### config.mk
export PLATFORM = sky130hd
export DESIGN_NAME = packet_loader
export DESIGN_NICKNAME = d
export VERILOG_FILES = /design/src/rtl/packet_loader.sv
export SDC_FILE = /design/constraint.sdc
export NUM_CORES = 1
export LEC_CHECK = 0
export CORE_ASPECT_RATIO = 0.6
export CORE_MARGIN = 2
export CORE_UTILIZATION = 49
export CTS_BUF_LIST = sky130_fd_sc_hd__clkbuf_8
export DETAILED_ROUTE_END_ITERATION = 10
export PLACE_DENSITY = 0.82
export SLEW_MARGIN = 20
export SYNTH_ARGS = -nofsm -noshare
export SYNTH_HDL_FRONTEND = slang
export SYNTH_SLANG_ARGS = --single-unit
### constraint.sdc
create_clock -name clk -period 2.1 [get_ports clk]
set_clock_uncertainty 0.1 [all_clocks]
set_input_delay 0.525 -clock clk [delete_from_list [all_inputs] [get_ports clk]]
set_output_delay 0.525 -clock clk [all_outputs]
set_load 0.02 [all_outputs]
### src/rtl/packet_loader.sv
// packet_loader: bus-slave front end pushing host words into NUM_PORTS packet RAM channels.
// Define PACKET_LOADER_OVERFLOW_PROTECT_EN for occupancy tracking with full-channel drop and sticky overflow.
module packet_loader #(
    parameter int unsigned NUM_PORTS = 3,
    parameter int unsigned DATA_W    = 32,
    parameter int unsigned ADDR_W    = 12
) (
    input  logic                        clk,
    input  logic                        reset,
    input  logic                        chipselect,
    input  logic                        write,
    input  logic                        read,
    input  logic [3:0]                  address,
    input  logic [31:0]                 writedata,
    output logic [31:0]                 readdata,
    output logic [NUM_PORTS*DATA_W-1:0] ram_wr_data,
    output logic [NUM_PORTS*ADDR_W-1:0] ram_wr_addr,
    output logic [NUM_PORTS-1:0]        ram_wren,
    input  logic [NUM_PORTS-1:0]        word_consumed,
    output logic                        write_enable,
    output logic                        read_enable,
    output logic [NUM_PORTS-1:0]        overflow
);

    logic                        bus_wr;
    logic                        bus_rd;
    logic [NUM_PORTS-1:0]        push;
    logic [NUM_PORTS-1:0]        clr;
    logic [NUM_PORTS-1:0]        accept;
    logic [ADDR_W-1:0]           ptr_q [NUM_PORTS];
    logic [ADDR_W-1:0]           ptr_d [NUM_PORTS];
    logic [31:0]                 occ   [NUM_PORTS];
    logic [NUM_PORTS*ADDR_W-1:0] addr_q;
    logic [NUM_PORTS*DATA_W-1:0] data_q;
    logic [NUM_PORTS*DATA_W-1:0] data_d;
    logic [NUM_PORTS-1:0]        wren_q;
    logic [NUM_PORTS-1:0]        wren_d;
    logic [31:0]                 rdata_q;
    logic [31:0]                 rdata_d;
    logic                        wr_en_q;
    logic                        wr_en_d;
    logic                        rd_en_q;
    logic                        rd_en_d;

`ifdef PACKET_LOADER_OVERFLOW_PROTECT_EN
    localparam logic [ADDR_W:0] DEPTH = {1'b1, {ADDR_W{1'b0}}};
    logic [ADDR_W:0]      cnt_q [NUM_PORTS];
    logic [ADDR_W:0]      cnt_d [NUM_PORTS];
    logic [NUM_PORTS-1:0] consume;
    logic [NUM_PORTS-1:0] ovf_q;
    logic [NUM_PORTS-1:0] ovf_d;
    assign overflow = ovf_q;
`else
    logic unused_consumed;
    assign unused_consumed = ^word_consumed;
    assign overflow        = '0;
`endif

    always_comb begin
        bus_wr = chipselect & write;
        bus_rd = chipselect & read;
        clr    = '0;
        if (bus_wr && address == 4'd13) clr = writedata[NUM_PORTS-1:0];
        push   = '0;
        accept = '0;
        wren_d = '0;
        data_d = data_q;
`ifdef PACKET_LOADER_OVERFLOW_PROTECT_EN
        consume = '0;
        ovf_d   = ovf_q;
`endif
        for (int unsigned k = 0; k < NUM_PORTS; k++) begin
            push[k]  = bus_wr && (address == 4'(k + 1));
            ptr_d[k] = ptr_q[k];
`ifdef PACKET_LOADER_OVERFLOW_PROTECT_EN
            // A clear in the same cycle wins over both push and consume.
            accept[k]  = push[k] && !clr[k] && (cnt_q[k] != DEPTH);
            consume[k] = word_consumed[k] && (cnt_q[k] != '0);
            ovf_d[k]   = !clr[k] && (ovf_q[k] || (push[k] && cnt_q[k] == DEPTH));
            cnt_d[k]   = clr[k] ? '0
                       : cnt_q[k] + {{ADDR_W{1'b0}}, accept[k]} - {{ADDR_W{1'b0}}, consume[k]};
            occ[k]     = 32'(cnt_q[k]);
`else
            accept[k]  = push[k] && !clr[k];
            occ[k]     = 32'(ptr_q[k]);
`endif
            if (clr[k]) begin
                ptr_d[k] = '0;
            end else if (accept[k]) begin
                ptr_d[k]                       = ptr_q[k] + 1'b1;
                wren_d[k]                      = 1'b1;
                data_d[k*DATA_W +: DATA_W]     = writedata[DATA_W-1:0];
            end
        end
    end

    always_comb begin
        rdata_d = rdata_q;
        if (bus_rd) begin
            rdata_d = '0;
            if (address == 4'd0) rdata_d = 32'({overflow, wr_en_q, rd_en_q});
            for (int unsigned k = 0; k < NUM_PORTS; k++) begin
                if (address == 4'(k + 1)) rdata_d = occ[k];
            end
        end
        wr_en_d = wr_en_q;
        rd_en_d = rd_en_q;
        if (bus_wr) begin
            case (address)
                4'd12:   begin wr_en_d = 1'b0; rd_en_d = 1'b0; end
                4'd14:   rd_en_d = 1'b1;
                4'd15:   wr_en_d = 1'b1;
                default: ;
            endcase
        end
    end

    // ram_wr_addr lags the pointer by one edge so the wren cycle shows the pre-increment address.
    always_ff @(posedge clk or negedge reset) begin
        if (!reset) begin
            for (int unsigned k = 0; k < NUM_PORTS; k++) begin
                ptr_q[k] <= '0;
`ifdef PACKET_LOADER_OVERFLOW_PROTECT_EN
                cnt_q[k] <= '0;
`endif
            end
`ifdef PACKET_LOADER_OVERFLOW_PROTECT_EN
            ovf_q <= '0;
`endif
            addr_q  <= '0;
            data_q  <= '0;
            wren_q  <= '0;
            rdata_q <= '0;
            wr_en_q <= 1'b0;
            rd_en_q <= 1'b0;
        end else begin
            for (int unsigned k = 0; k < NUM_PORTS; k++) begin
                ptr_q[k]                   <= ptr_d[k];
                addr_q[k*ADDR_W +: ADDR_W] <= ptr_q[k];
`ifdef PACKET_LOADER_OVERFLOW_PROTECT_EN
                cnt_q[k]                   <= cnt_d[k];
`endif
            end
`ifdef PACKET_LOADER_OVERFLOW_PROTECT_EN
            ovf_q <= ovf_d;
`endif
            data_q  <= data_d;
            wren_q  <= wren_d;
            rdata_q <= rdata_d;
            wr_en_q <= wr_en_d;
            rd_en_q <= rd_en_d;
        end
    end

    assign readdata     = rdata_q;
    assign ram_wr_data  = data_q;
    assign ram_wr_addr  = addr_q;
    assign ram_wren     = wren_q;
    assign write_enable = wr_en_q;
    assign read_enable  = rd_en_q;

endmodule

Word level (Yosys, flattened, before mapping)
Cells that the tools add are included.
{ "word_totals": {"ff_bits": 205, "inputBits": 44} }
{ "classes": {"muxes": 19, "bitwise_logic": 5, "n_addsub": 3, "eq_ne": 7, "reduce_logical": 21} }
{ "ops": {"columns": ["cell", "count"], "rows": [
  ["32-bit two-way mux", 3],
  ["12-bit two-way mux", 6],
  ["12-bit by 1-bit adder with 12-bit output, second input constant", 3],
  ["4-bit == test, second input constant", 4],
  ["2-bit AND reduction", 5],
  ["2-bit nonzero test", 5],
  ["4-bit by 2-bit == test with 1-bit output, second input constant", 2],
  ["1-bit logical AND", 7],
  ["1-bit two-way mux", 6],
  ["4-bit by 1-bit == test with 1-bit output, second input constant", 1],
  ["4-bit zero test", 1],
  ["1-bit case mux with 2 select lines", 2],
  ["1-bit zero test", 3],
  ["3-bit two-way mux", 1],
  ["1-bit NOT", 3],
  ["1-bit bitwise AND", 2],
  ["2-bit two-way mux", 1]
]} }

Longest topological paths before layout
{ "depth": {"word_depth": 7, "depth_mapped": 8} }

Worst setup path before layout
Ideal clock, no wire load.
{ "synth_timing": {"path_type": "input to register", "start": "input port address[0]", "end": "register ptr_q (netlist bit occ[11])", "t_arrival_ns": 1.830, "slack_ns": 0.092, "t_required_ns": 1.922, "stages": 5, "path_cell_list": "buf_4 or3b_4 nor4_4 or3b_1 a21oi_1"} }
{ "synth_between": {"elab_chain_cells": 6, "elab_cells_between_ends": 9, "classes_between": "2 x eq/ne; 2 x mux; 5 x reduce/logical"} }
{ "synth_rtl": {"columns": ["item", "line_no", "rtl"], "rows": [
  ["from (decl)", "13", "input logic [3:0] address,"],
  ["4-bit == test", "63", "if (bus_wr && address == 4'd13) clr = writedata[NUM_PORTS-1:0];"],
  ["1-bit logical AND", "63", null],
  ["3-bit two-way mux", "63", null],
  ["1-bit zero test", "84", "accept[k] = push[k] && !clr[k];"],
  ["1-bit logical AND", "84", null],
  ["2-bit nonzero test (no line)", null, null],
  ["to (signal, indexed assignment)", "138", "ptr_q[k] <= ptr_d[k];"],
  ["to (decl)", "30", "logic [ADDR_W-1:0] ptr_q [NUM_PORTS];"]
]} }
Several ways; a longest one is shown, not always the timed one.
A chain may end at the register's enable or synchronous reset.

Worst setup path after layout
{ "layout_timing": {"start": "register data_q[82], in the netlist ram_wr_data[82]", "end": "output port ram_wr_data[82]"} }
{ "layout_lines": {"columns": ["item", "line_no", "rtl"], "rows": [
  ["from (decl)", "34", "logic [NUM_PORTS*DATA_W-1:0] data_q;"],
  ["from (signal assigned)", "147", "data_q <= data_d;"],
  ["to (decl)", "16", "output logic [NUM_PORTS*DATA_W-1:0] ram_wr_data,"]
]} }
No word-level cell between the ends.

==> run metrics <==
vias in the first global route=6239; Clock transition at path regs=0.11 ns; initial drt markers=585; largest family of logic cells by synthesized area=simple AND/OR/NAND/NOR gates; core area=14600 um2; critical-path maximum fanout=2; post-route ant nets=0; Root Buffer=clkbuf_8; synth unique cells=46; multiplexer share of the synthesized area=2.99%; Final Power=0.00859 W; leakage power=6.18 nW; Die ar.=16200 um2; Worst EP required=1.47 ns; Min Clock Period, post-route=2.07 ns; endpoints failing setup=0; pwr dens=824 nW/um2; Tcrit/Tclk final=98.4%; via count=6141; Peak VDD IR=0.000466 V; Pint=0.00580 W; FP Rows=34; Routed WL=20600 um; fraction of registers with async set/reset=100%; Worst R2R Path Depth=5; worst path cell trace=clkdlybuf4s50_1; Seq/Total Area, Yosys=62.5%; Slowest Stage Delay on Critical Path=0.62 ns; Layout area overhead=40.6%; syn avg cell area=10.0 um2; I/O pins=216; CTS buffer count=17; Post-CTS Setup Inserts=0; NumNets Final=1019; Seq pwr share=49.7%; largest net degree at the start of global routing=45; GRT overflow=0; family with the most delay on the worst path=buffers and inverters; post-synthesis compound-gate area fraction=4.04%; Critical Path Sink Type=output port; Worst Setup EP=ram_wr_data[82]; setup repair after global routing missed its margin=false; main flop type after synthesis=dfrtp_1; H-tree Lvls=4; GP Congestion=0.958; Buf/Inv on CP=1; Clk pwr share=27.8%; routed len/inst=17.4 um; outcome=finished, final reports clean; via-per-instance ratio=5.19; Hold WC Path Type=reg -> reg; Cells after Synth=740; Synth Area in Simple Gates=23.4%; fraction of layout cells with a size suffix above 1=11.3%; die width=163 um; CP Launch Type=flip-flop; port buffer count=189; sw power=0.00278 W; CTS tree=done; Max Slew Vio Count=0; slowest stage cell on the critical path=clkdlybuf4s50_1; WP data arrival=1.44 ns; critical path depth=1; Clock Latency Late Sink=0.45 ns; drt pass-1 iters=5; switching share of power=32.4%; Initial Util=50.6%; first-pass GRT wire length=33500 um; Synth Area in XOR/XNOR=1.89%; f_max=484 MHz; antenna violations before repair=0; Comb pwr share=22.5%; max_cap viols=0; number of remaining DRC errors=0; Total GRT Usage=26.8%; Seq cells post-synth=185; Final Hold Viols=0; setup tns final=0 ns; FF-to-FF Start=occ[0]; Worst R2R Setup Slack=0.22 ns; Ant. Diodes=0; crit path from=ram_wr_data[82]; clock buffer depth=2; die height=99.2 um; Final HPWL DP=14700 um; YS warnings=0; hold path depth=0; clk sinks=185; CP Class=reg -> out; Mapped Area=7410 um2; EDFF count, synth=0; reg2reg end=occ[10]; Synth Area in Adders=0.507%
[layer usage]
metal	routed length [um]	share of wire, %	vias to the layer above	GRT usage, %
met5	0	0	-	0
met4	235	1.1	0	6.81
met3	2260	11	22	9.51
met2	8840	43	281	39.0
met1	9280	45	3011	38.7
li1	-	-	2827	-
[cells in the final DEF (no fill, tap or decap), drive strengths merged, types with 12 or more instances in the layout]
cell	instances
nand2	304
clkdlybuf4s50	88
dlygate4sd2	28
buf	59
nand3	29
nor2	19
inv	12
dlymetal6s2s	72
dfrtp	185
mux2	13
clkbuf	17
conb	23
o21ai	19
[synthesized netlist by cell type (all sizes together), types with 2 or more instances]
cell	number	area share (%)
nand4b	2	0.24
nand2	304	15
nor2	19	0.96
buf	43	3.6
a22oi	9	0.91
dfrtp	185	62
o211ai	3	0.30
a21oi	11	0.74
inv	5	0.25
mux2i	3	0.41
nand4	11	0.93
nor4	5	0.62
nand2b	3	0.25
ha	3	0.51
mux4	2	0.61
a22o	3	0.35
or3	5	0.42
and4	4	0.47
clkbuf	14	0.71
or3b	2	0.27
mux2	13	2.0
and3	6	0.51
xor2	5	0.59
nor3	7	0.47
o31ai	2	0.20
o21ai	19	1.3
nand3	29	2.0
xnor2	11	1.3
[metrics by stage]
step / worst slack (ns) / util, % / instances / hold WS (ns) / area [um2]
finish: 0.0343 / 71.2 / 1183 / 0.366 / 10400
global route: 0.000140 / 71.2 / 1183 / 0.371 / 10400
CTS: 0.0000940 / 70.0 / 1183 / 0.354 / 10200
detailed placement: -0.340 / 67.5 / 1150 / 0.331 / 9870
global placement: -0.309 / 67.5 / 1150 / 0.323 / 9870
floorplan: 0.0923 / - / 762 / 0.129 / 7490
[logic make-up (layout without fill, tap and decap cells)]
kind of cell | count (synthesis) | in the layout
mux | 18 | 18
other cells | 1 | 23
compound gates | 49 | 49
fa+ha+maj | 3 | 3
simple gates | 405 | 405
xor+xnor | 16 | 16
flops | 185 | 185
buf+inv | 63 | 286
[how the worst min path moves through the flow]
stage	startpoint	to	slack (ns)
after floorplan	reset	occ[0]	0.13
after global placement	occ[40]	ram_wr_addr[20]	0.32
after detailed placement	occ[40]	ram_wr_addr[20]	0.33
after CTS	occ[40]	ram_wr_addr[20]	0.35
after global routing	occ[36]	ram_wr_addr[16]	0.37
final	occ[42]	ram_wr_addr[22]	0.37
[registers in the layout (all words and copies together), names as in the netlist]
register / count
write_enable: 1
ram_wr_addr: 36
ram_wren: 3
readdata: 12
read_enable: 1
occ: 36
ram_wr_data: 96
[power by group through the flow]
stage,registers [W],clock network (W),logic (W)
finish,0.00426,0.00239,0.00193
global route,0.00431,0.00262,0.00209
CTS,0.00427,0.00244,0.00200
detailed placement,0.00433,0,0.00206
global placement,0.00432,0,0.00202
floorplan,0.00476,0,0.000445
[cell type report]
type	count	area, um2
Clock buffer	17	234
Clock inverter	15	156
Fill cell	1083	4220
Inverter	6	22.5
Multi-Input combinational cell	514	2520
Sequential cell	185	4630
Tap cell	198	248
Timing Repair Buffer	248	2610
[timing repair]
action,in CTS,in global routing
hold buffers,1,0
endpoints found under the hold margin,38,0
endpoints found under the setup margin,28,72
cloned,0,0
gates resized for setup,28,72
Note: power is estimated with default switching activity, not from simulation.
